[src/rtl/neuron_layer_sequencer_if.sv]
// Interface bundling the layer sequencer's control, memory-address, MAC and
// activation signals. master = sequencer side, slave = datapath/control side.
// Perf counter signals exist only when NEURON_SEQ_PERF_EN is defined.
interface neuron_layer_sequencer_if #(
  parameter int NUM_INPUTS  = 16,
  parameter int NUM_NEURONS = 8
);
  localparam int IA_W = $clog2(NUM_INPUTS);
  localparam int WA_W = $clog2(NUM_INPUTS * NUM_NEURONS);
  localparam int NA_W = $clog2(NUM_NEURONS);

  logic                   start;
  logic                   abort;
  logic                   busy;
  logic                   done;
  logic [IA_W-1:0]        in_addr;
  logic [WA_W-1:0]        w_addr;
  logic [NA_W-1:0]        thr_addr;
  logic                   threshold_ready;
  logic                   mac_clear;
  logic                   mac_en;
  logic                   act_bit;
  logic                   out_we;
  logic [NUM_NEURONS-1:0] out_data;
`ifdef NEURON_SEQ_PERF_EN
  logic [31:0]            perf_cycles;
  logic [15:0]            perf_runs;
`endif

  modport master (
    input  start, abort, act_bit,
    output busy, done, in_addr, w_addr, thr_addr, threshold_ready,
           mac_clear, mac_en, out_we, out_data
`ifdef NEURON_SEQ_PERF_EN
    , output perf_cycles, perf_runs
`endif
  );

  modport slave (
    output start, abort, act_bit,
    input  busy, done, in_addr, w_addr, thr_addr, threshold_ready,
           mac_clear, mac_en, out_we, out_data
`ifdef NEURON_SEQ_PERF_EN
    , input perf_cycles, perf_runs
`endif
  );
endinterface

[src/rtl/neuron_layer_sequencer.sv]
// Sequences one fully-connected layer through the shared MAC + threshold
// activation datapath and writes the packed activation word once per run.
// Optional macro NEURON_SEQ_PERF_EN adds saturating busy-cycle and run counters.
//
// state      | meaning
// IDLE       | waiting for start
// THR_REQ    | threshold address n presented to threshold memory
// THR_LOAD   | threshold strobed into activation block, MAC cleared
// ACCUM      | input/weight addresses k streamed, MAC enabled one cycle behind
// DRAIN      | final input/weight pair accumulated
// COMPARE    | activation bit captured into out_data[n]
// STORE      | out_data written, done pulsed
module neuron_layer_sequencer #(
  parameter int WIDTH       = 22,
  parameter int NUM_INPUTS  = 16,
  parameter int NUM_NEURONS = 8,
  parameter int IA_W        = $clog2(NUM_INPUTS),
  parameter int WA_W        = $clog2(NUM_INPUTS * NUM_NEURONS),
  parameter int NA_W        = $clog2(NUM_NEURONS)
) (
  input logic                        clk,
  input logic                        rst,
  neuron_layer_sequencer_if.master   bus
);

  // WIDTH only sizes the activation block; it is checked here for sanity.
  if (NUM_INPUTS < 2 || NUM_NEURONS < 2 || WIDTH < 1) begin : g_param_check
    $error("neuron_layer_sequencer: NUM_INPUTS/NUM_NEURONS must be >= 2, WIDTH >= 1");
  end

  typedef enum logic [2:0] {
    S_IDLE, S_THR_REQ, S_THR_LOAD, S_ACCUM, S_DRAIN, S_COMPARE, S_STORE
  } state_t;

  localparam logic [IA_W-1:0] K_LAST = IA_W'(NUM_INPUTS - 1);
  localparam logic [NA_W-1:0] N_LAST = NA_W'(NUM_NEURONS - 1);
  localparam logic [WA_W-1:0] W_STEP = WA_W'(NUM_INPUTS);

  state_t                 state_q, state_d;
  logic [NA_W-1:0]        n_q, n_d;
  logic [IA_W-1:0]        k_q, k_d;
  logic [NUM_NEURONS-1:0] out_data_q, out_data_d;
  logic                   abort_clr_q, abort_clr_d;

  logic busy, done, out_we, threshold_ready, mac_clear, mac_en;

  // Next-state, counter updates and Moore outputs.
  always_comb begin
    state_d         = state_q;
    n_d             = n_q;
    k_d             = k_q;
    out_data_d      = out_data_q;
    abort_clr_d     = 1'b0;
    busy            = (state_q != S_IDLE);
    done            = 1'b0;
    out_we          = 1'b0;
    threshold_ready = 1'b0;
    mac_clear       = abort_clr_q;
    mac_en          = 1'b0;

    case (state_q)
      S_IDLE: begin
        if (bus.start) begin
          state_d    = S_THR_REQ;
          n_d        = '0;
          out_data_d = '0;
        end
      end
      S_THR_REQ:  state_d = S_THR_LOAD;
      S_THR_LOAD: begin
        threshold_ready = 1'b1;
        mac_clear       = 1'b1;
        k_d             = '0;
        state_d         = S_ACCUM;
      end
      S_ACCUM: begin
        // Read data lags the address by one cycle, so the first ACCUM cycle
        // has nothing to accumulate yet.
        mac_en = (k_q != '0);
        if (k_q == K_LAST) state_d = S_DRAIN;
        else               k_d     = k_q + 1'b1;
      end
      S_DRAIN: begin
        mac_en  = 1'b1;
        state_d = S_COMPARE;
      end
      S_COMPARE: begin
        out_data_d[n_q] = bus.act_bit;
        if (n_q == N_LAST) begin
          state_d = S_STORE;
        end else begin
          n_d     = n_q + 1'b1;
          state_d = S_THR_REQ;
        end
      end
      S_STORE: begin
        out_we  = 1'b1;
        done    = 1'b1;
        state_d = S_IDLE;
      end
      default: state_d = S_IDLE;
    endcase

    // Abort cancels whatever the case chose; partial out_data is kept.
    if (state_q != S_IDLE && bus.abort) begin
      state_d     = S_IDLE;
      n_d         = n_q;
      k_d         = k_q;
      out_data_d  = out_data_q;
      abort_clr_d = 1'b1;
    end
  end

  // State and counter registers with synchronous reset.
  always_ff @(posedge clk) begin
    if (rst) begin
      state_q     <= S_IDLE;
      n_q         <= '0;
      k_q         <= '0;
      out_data_q  <= '0;
      abort_clr_q <= 1'b0;
    end else begin
      state_q     <= state_d;
      n_q         <= n_d;
      k_q         <= k_d;
      out_data_q  <= out_data_d;
      abort_clr_q <= abort_clr_d;
    end
  end

  assign bus.busy            = busy;
  assign bus.done            = done;
  assign bus.out_we          = out_we;
  assign bus.threshold_ready = threshold_ready;
  assign bus.mac_clear       = mac_clear;
  assign bus.mac_en          = mac_en;
  assign bus.out_data        = out_data_q;
  assign bus.in_addr         = k_q;
  assign bus.thr_addr        = n_q;
  assign bus.w_addr          = WA_W'(n_q) * W_STEP + WA_W'(k_q);

`ifdef NEURON_SEQ_PERF_EN
  logic [31:0] perf_cycles_q, perf_cycles_d;
  logic [15:0] perf_runs_q, perf_runs_d;

  // Saturating busy-cycle and completed-run counters.
  always_comb begin
    perf_cycles_d = perf_cycles_q;
    perf_runs_d   = perf_runs_q;
    if (busy && perf_cycles_q != '1) perf_cycles_d = perf_cycles_q + 1'b1;
    if (done && perf_runs_q != '1)   perf_runs_d   = perf_runs_q + 1'b1;
  end

  // Perf counters clear only on reset.
  always_ff @(posedge clk) begin
    if (rst) begin
      perf_cycles_q <= '0;
      perf_runs_q   <= '0;
    end else begin
      perf_cycles_q <= perf_cycles_d;
      perf_runs_q   <= perf_runs_d;
    end
  end

  assign bus.perf_cycles = perf_cycles_q;
  assign bus.perf_runs   = perf_runs_q;
`endif

endmodule

[src/flat_wrapper.sv]
// flat-port wrapper written by rule: the top's interface ports become plain ports
module neuron_layer_sequencer_flat 
#(
  parameter int WIDTH       = 22,
  parameter int NUM_INPUTS  = 16,
  parameter int NUM_NEURONS = 8,
  parameter int IA_W        = $clog2(NUM_INPUTS),
  parameter int WA_W        = $clog2(NUM_INPUTS * NUM_NEURONS),
  parameter int NA_W        = $clog2(NUM_NEURONS)
)
  (clk, rst, bus_start, bus_abort, bus_act_bit, bus_busy, bus_done, bus_in_addr, bus_w_addr, bus_thr_addr, bus_threshold_ready, bus_mac_clear, bus_mac_en, bus_out_we, bus_out_data);
  neuron_layer_sequencer_if #(.NUM_INPUTS(NUM_INPUTS), .NUM_NEURONS(NUM_NEURONS)) bus_i ();
  input logic clk;
  input logic rst;
  input wire logic [$bits(bus_i.start)-1:0] bus_start;
  input wire logic [$bits(bus_i.abort)-1:0] bus_abort;
  input wire logic [$bits(bus_i.act_bit)-1:0] bus_act_bit;
  output wire logic [$bits(bus_i.busy)-1:0] bus_busy;
  output wire logic [$bits(bus_i.done)-1:0] bus_done;
  output wire logic [$bits(bus_i.in_addr)-1:0] bus_in_addr;
  output wire logic [$bits(bus_i.w_addr)-1:0] bus_w_addr;
  output wire logic [$bits(bus_i.thr_addr)-1:0] bus_thr_addr;
  output wire logic [$bits(bus_i.threshold_ready)-1:0] bus_threshold_ready;
  output wire logic [$bits(bus_i.mac_clear)-1:0] bus_mac_clear;
  output wire logic [$bits(bus_i.mac_en)-1:0] bus_mac_en;
  output wire logic [$bits(bus_i.out_we)-1:0] bus_out_we;
  output wire logic [$bits(bus_i.out_data)-1:0] bus_out_data;
  assign bus_i.start = bus_start;
  assign bus_i.abort = bus_abort;
  assign bus_i.act_bit = bus_act_bit;
  assign bus_busy = bus_i.busy;
  assign bus_done = bus_i.done;
  assign bus_in_addr = bus_i.in_addr;
  assign bus_w_addr = bus_i.w_addr;
  assign bus_thr_addr = bus_i.thr_addr;
  assign bus_threshold_ready = bus_i.threshold_ready;
  assign bus_mac_clear = bus_i.mac_clear;
  assign bus_mac_en = bus_i.mac_en;
  assign bus_out_we = bus_i.out_we;
  assign bus_out_data = bus_i.out_data;
  neuron_layer_sequencer #(.WIDTH(WIDTH), .NUM_INPUTS(NUM_INPUTS), .NUM_NEURONS(NUM_NEURONS), .IA_W(IA_W), .WA_W(WA_W), .NA_W(NA_W)) u_core (.clk(clk), .rst(rst), .bus(bus_i));
endmodule
[config.mk]
export PLATFORM = sky130hd
export DESIGN_NAME = neuron_layer_sequencer_flat
export DESIGN_NICKNAME = d
export VERILOG_FILES = /design/src/rtl/neuron_layer_sequencer_if.sv /design/src/rtl/neuron_layer_sequencer.sv /design/src/flat_wrapper.sv
export SDC_FILE = /design/constraint.sdc
export NUM_CORES = 1
export LEC_CHECK = 0
export ABC_CLOCK_PERIOD_IN_PS = 3400
export CORE_MARGIN = 1
export CORE_UTILIZATION = 50
export DETAILED_ROUTE_END_ITERATION = 10
export GPL_ROUTABILITY_DRIVEN = 0
export HOLD_SLACK_MARGIN = 0.1
export PLACE_DENSITY = 0.92
export SLEW_MARGIN = 25
export SYNTH_ARGS = -nofsm -noshare
export SYNTH_HDL_FRONTEND = slang
export SYNTH_SLANG_ARGS = --single-unit
[constraint.sdc]
create_clock -name clk -period 3.4 [get_ports clk]
set_input_delay 0.34 -clock clk [delete_from_list [all_inputs] [get_ports clk]]
set_output_delay 0.34 -clock clk [all_outputs]
set_load 0.02 [all_outputs]
==> results of run 1 <==
-- path summary, 6_finish.rpt --
check	to	slack (ps)	start
min reg2reg	u_core.bus.out_data[0]$_SDFFE_PP0P_	520	u_core.bus.out_data[0]$_SDFFE_PP0P_
max reg2reg	u_core.bus.out_data[1]$_SDFFE_PP0P_	1530	u_core.state_q[2]$_SDFFE_PP0P_
max	bus_mac_clear	990	u_core.state_q[1]$_SDFFE_PP0P_
min	u_core.bus.out_data[0]$_SDFFE_PP0P_	520	u_core.bus.out_data[0]$_SDFFE_PP0P_
-- cell usage in the layout, fill, tap and decap left out, types with 2 or more instances in the layout --
master	count
ha_1	4
dfxtp_1	19
a21oi_1	6
o22ai_1	2
or4_1	2
o31ai_1	2
o211ai_1	5
inv_1	17
o221ai_1	5
clkbuf_4	3
or3_1	3
nand2_1	7
o21a_1	2
nor2_1	3
clkdlybuf4s50_1	32
nand3_1	7
nand2b_1	3
nor3b_1	2
o2bb2ai_1	3
nor4bb_1	2
nand4_1	2
nand3b_1	4
o311ai_0	4
o21ai_0	3
-- logic make-up (layout without fill, tap and decap cells) --
| family | after synthesis | in the layout |
|---|---|---|
| AOI/OAI and AO/OA | 37 | 37 |
| xor gates and xnor gates | 1 | 1 |
| adders and majority gates | 4 | 4 |
| buffers and inverters | 34 | 54 |
| DFF | 19 | 19 |
| and+or+nand+nor | 45 | 45 |
-- layer usage --
layer	vias to the layer above	routed length [um]
met5	-	0
met4	0	28
met3	4	128
met2	47	1280
met1	533	1170
li1	545	-
-- power groups by stage --
| stage | logic [uW] | clock network, uW | registers, uW |
|---|---|---|---|
| 2_1_floorplan | 82.0 | 0 | 244 |
| 3_3_place_gp | 107 | 0 | 255 |
| 3_5_place_dp | 109 | 0 | 256 |
| 4_1_cts | 110 | 112 | 251 |
| 5_1_grt | 119 | 127 | 255 |
| 6_report | 110 | 109 | 251 |
-- cell type report --
type,instances,area share
repair buffers,33,0.226
flip-flops and latches,19,0.262
well taps,28,0.0242
multi-input cells,87,0.425
clock buffers,4,0.0181
inverters,17,0.0440
-- worst reg2reg max path, delay by kind of cell (launching register included) --
kind | cells | cell delay [ps]
AND/OR/NAND/NOR | 1 | 530
flip-flops | 1 | 460
AO/OA/AOI/OAI | 2 | 750
-- state kept, by name, indices dropped and copies added, names as in the netlist --
name	cells
u_core.bus.in_addr	4
u_core.bus.out_data	8
u_core.bus.thr_addr	3
u_core.abort_clr_q	1
u_core.state_q	3
-- through the flow --
stage,setup slack (ps),std cells,hold slack [ps]
after floorplan,1590,140,409
after global placement,1270,184,494
after detailed placement,1150,184,503
after CTS,994,188,522
after global routing,782,188,550
final,987,188,521
==> impl_metrics.tcl, run 1 <==
set metrics [dict create \
    outcome "complete, no violations" \
    syn_inst 140 \
    yosysMostFrequentCell "dfxtp_1" \
    antenna_found_initial 0 \
    slew-limit-headroom 0.510 \
    max_freq_mhz 414 \
    die-width_um 50.1 \
    nets 170 \
    yosysWarnings 0 \
    synth-simple-area-share 0.246 \
    hold_path_depth 2 \
    first_pass_iters 5 \
    cts_num_sinks 19 \
    start_kind "register" \
    clock_latency_ps 280 \
    cp_max_fo 16 \
    async_reset_ff_frac 0 \
    fillerInstances 179 \
    ios 33 \
    ir_drop_v 0.000245 \
    grt_pass1_wl_um 4620 \
    cpPeakStageDelay_ps 640 \
    grt_max_degree 17 \
    power_switching_uw 141 \
    synthTopCellsByArea "dfxtp_1, inv_1, buf_4, ha_1, o221ai_1" \
    syn_to_final_growth_pct 25.2 \
    min_path_type "register to register" \
    pwr-share-seq 0.533 \
    syn_nets 149 \
    drc_errors 0 \
    p_leak_uw 0.000449 \
    r2r_cells 3 \
    portBuffers 32 \
    synth_top_area_share 0.328 \
    crit_arrival_ps 2070 \
    clockBufferDepth 2 \
    final_area_um2 1450 \
    total_power_uw 471 \
    crit_chain "inv_1 > nor3_1 > or2_2 > clkdlybuf4s50_1" \
    grt_pass1_vias 1065 \
    pwr-share-clk 0.232 \
    via_per_inst 6.01 \
    syn_area_um2 1160 \
    avgSynthCellArea_um2 8.28 \
    skew_ps 1.57 \
    layout.area.seq_um2 380 \
    cp-end-kind "primary output" \
    met1_usage 0.303 \
    drv_cap 0 \
    hold_viol 0 \
    cts_resized 0 \
    setup_tns_ps 0 \
    rsz0062_at_grt "false" \
    cp_data_required_time_ps 3060 \
    drive_gt1_frac 0.0500 \
    tightest_slew_ps 726 \
    cellPowerDensity_nw_per_um2 325 \
    cts_tree "built" \
    initial_core_util 0.529 \
    placed_area_um2 1420 \
    synthTopCellsByCount "dfxtp_1, inv_1, buf_4" \
    synth_flop_cell "dfxtp_1" \
    multi_input_area_um2 617 \
    hold_buffers 0 \
    synth-xor-area-share 0.00756 \
    hpwlAfterDp_um 1920 \
    first_iter_violations 48 \
    cts_root_buf "clkbuf_4" \
    power_frac_comb 0.234 \
    die-area_um2 2510 \
    wl_um 2610 \
    drv_slew 0 \
    post-route-min-period_ps 2410 \
    die_y_um 50.1 \
    crit_cells 4 \
    busiest_layer "met2" \
    antenna_cells 0 \
    htreeDepth 1 \
    ys_ff_latch 19 \
    worstSetupPathType "register to primary output" \
    synth_compound_area_frac 0.235 \
    met3_usage 0.0303 \
    synth.mux.area_fraction 0 \
    num_rows 17 \
    cp_num_buf_inv 2 \
    coreArea_um2 2190 \
    wl_per_cell_um 13.9 \
    synth-seq-area-share 0.328 \
    yosysTopAreaCell "dfxtp_1" \
    overflow 0 \
    crit_family "buffers and inverters" \
    post-route-util 0.662 \
    post_cts_buffers 0 \
    path_clk_slew_ps 100 \
    switching_share 0.300 \
    p_int_uw 330 \
    synth_top_family_by_area "simple AND/OR/NAND/NOR gates" \
    drtAntennaViolNets 0 \
    synthAdderAreaFrac 0.0432 \
    num_vias 1129 \
    synth_cell_types 42 \
    synth_edf_count 0 \
    grt_util_all_layers 0.231 \
    setup_viol 0 \
    grtUsageMet2 0.380 \
    critPathSlowestCell "dfxtp_1" \
    cts_buffers 3 \
    finalCritPeriodShare 0.710 \
]
No activity file was read; power rests on OpenSTA's default activity.
==> run 2, diff against run 1 <==
Settings changed: ABC_CLOCK_PERIOD_IN_PS 3400 to 2200, CORE_UTILIZATION 50 to 42, PLACE_DENSITY 0.92 to 0.84.
Clock period 3.4 ns to 2.2 ns, I/O delays scaled along.
==> impl_metrics.tcl, run 2 (synthesis gave the netlist of run 1 again) <==
set metrics [dict create \
    outcome "complete, no violations" \
    clockBufferDepth 2 \
    pre_cts_ws_ps 238 \
    setup_viol 0 \
    max_freq_mhz 477 \
    overflow 0 \
    wl_um 2780 \
    antenna_found_initial 0 \
    grt_pass1_wl_um 4370 \
    crit_chain "inv_1 > ha_1 > nor3b_1 > o22ai_1 > clkdlybuf4s50_1" \
    antenna_cells 0 \
    drv_slew 0 \
    num_vias 1153 \
    drc_errors 0 \
    critPathSlowestCell "clkdlybuf4s50_1" \
    r2r_cells 4 \
    cellPowerDensity_nw_per_um2 507 \
    syn_to_final_growth_pct 28.9 \
    p_int_uw 519 \
    drive_gt1_frac 0.0970 \
    hold_path_depth 2 \
    largest_reg_flops 8 \
    skew_ps 5.22 \
    dp_cells 191 \
    cp_max_fo 7 \
    post-route-util 0.587 \
    cts_root_buf "clkbuf_4" \
    drv_cap 0 \
    worstSetupPathType "register to primary output" \
    die-width_um 54.5 \
    clock_latency_ps 300 \
    cts_buffers 3 \
    final_cells 195 \
    via_per_inst 5.91 \
    holdPathEnd "u_core.bus.out_data[0]$_SDFFE_PP0P_" \
    die_y_um 54.5 \
    rsz0062_at_grt "false" \
    ios 33 \
    finalCritPeriodShare 0.953 \
    post-route-min-period_ps 2100 \
    worst_slack_ps 103 \
    power_frac_comb 0.252 \
    mostFrequentLayoutCells "clkdlybuf4s50_1, inv_1, dfxtp_1" \
    min_from "u_core.bus.out_data[0]$_SDFFE_PP0P_" \
    setup_tns_ps 0 \
    tightest_slew_ps 618 \
    cp_data_required_time_ps 1980 \
    hold_buffers 0 \
    post_cts_buffers 0 \
    crit_arrival_ps 1880 \
    cp-end-kind "primary output" \
    hpwlAfterDp_um 2040 \
    portBuffers 32 \
    first_iter_violations 36 \
    ir_drop_v 0.000377 \
    htreeDepth 1 \
    initial_core_util 0.455 \
    drtAntennaViolNets 0 \
    power_switching_uw 238 \
    pwr-share-clk 0.241 \
    cpPeakStageDelay_ps 620 \
    grt_pass1_vias 993 \
    coreArea_um2 2540 \
    switching_share 0.314 \
    first_pass_iters 4 \
    pwr-share-seq 0.507 \
    wl_per_cell_um 14.3 \
    reg2reg_from "u_core.state_q[1]$_SDFFE_PP0P_" \
    hold_viol 0 \
    r2r_end "u_core.bus.in_addr[3]$_SDFFE_PP0P_" \
    multi_input_area_um2 617 \
    nets 175 \
    layout.area.seq_um2 383 \
    grt_util_all_layers 0.201 \
    cp_num_buf_inv 2 \
    grt_max_degree 17 \
    slew-limit-headroom 0.583 \
    num_rows 18 \
    cts_num_sinks 19 \
    cts_resized 0 \
    path_clk_slew_ps 120 \
    fillerInstances 233 \
    layout_commonest_cell "clkdlybuf4s50_1" \
    r2r_slack_ps 430 \
    cts_tree "built" \
    crit_family "buffers and inverters" \
    min_path_type "register to register" \
    p_leak_uw 0.000478 \
    start_kind "register" \
    die-area_um2 2970 \
]
[run 2: cell count changes in the layout (fill, tap and decap cells not counted)]
cell,previous run,this run
buf_4,1,6
dfxtp_1,19,17
dfxtp_2,0,2
clkbuf_1,1,0
clkinv_2,0,1
[run 2: how the worst max path moves through the flow]
| stage | start | end | slack [ps] | cells past startpoint |
|---|---|---|---|---|
| after detailed placement | bus_abort | u_core.bus.out_data[7]$_SDFFE_PP0P_ | 240 | 4 |
| after floorplan | u_core.state_q[1]$_SDFFE_PP0P_ | bus_mac_clear | 510 | 4 |
| after CTS | u_core.state_q[1]$_SDFFE_PP0P_ | bus_mac_clear | 20 | 4 |
| after global routing | u_core.bus.in_addr[0]$_SDFFE_PP0P_ | bus_mac_en | 20 | 5 |
| final | u_core.bus.in_addr[0]$_SDFFE_PP0P_ | bus_mac_en | 100 | 5 |
| after global placement | bus_abort | u_core.bus.out_data[6]$_SDFFE_PP0P_ | 280 | 4 |
[run 2: metal layers]
metal  track usage  wire length [um]  vias up
met2         0.319              1330       41
li1              -                 -      561
met4        0.0897                29        0
met1         0.271              1260      547
met5             0                 0        -
met3        0.0250               159        4
[run 2: power groups by stage]
stage	Clock, uW	Sequential (uW)	Combinational (uW)
CTS	188	382	190
detailed placement	0	390	189
floorplan	0	377	127
global route	196	389	204
global placement	0	388	184
finish	182	384	191
[run 2: metrics by stage]
stage / cell area (um2) / power, uW / hold WS [ps]
after detailed placement: 1460 / 579 / 497
after global routing: 1490 / 790 / 542
after floorplan: 1160 / 503 / 289
after global placement: 1460 / 572 / 494
after CTS: 1490 / 760 / 520
final: 1490 / 757 / 516
[run 2: final cells by class]
cell class | instances | share of cell area
Sequential cell | 19 | 0.256
Tap cell | 30 | 0.0251
Multi-Input combinational cell | 87 | 0.413
Timing Repair Buffer | 38 | 0.245
Inverter | 17 | 0.0427
Clock buffer | 3 | 0.0151
Clock inverter | 1 | 0.00335
[run 2: tightest hold or removal path, stage by stage (launching register included)]
cell and delay (ps):
dfxtp_1 340, inv_1 50, o211ai_1 90
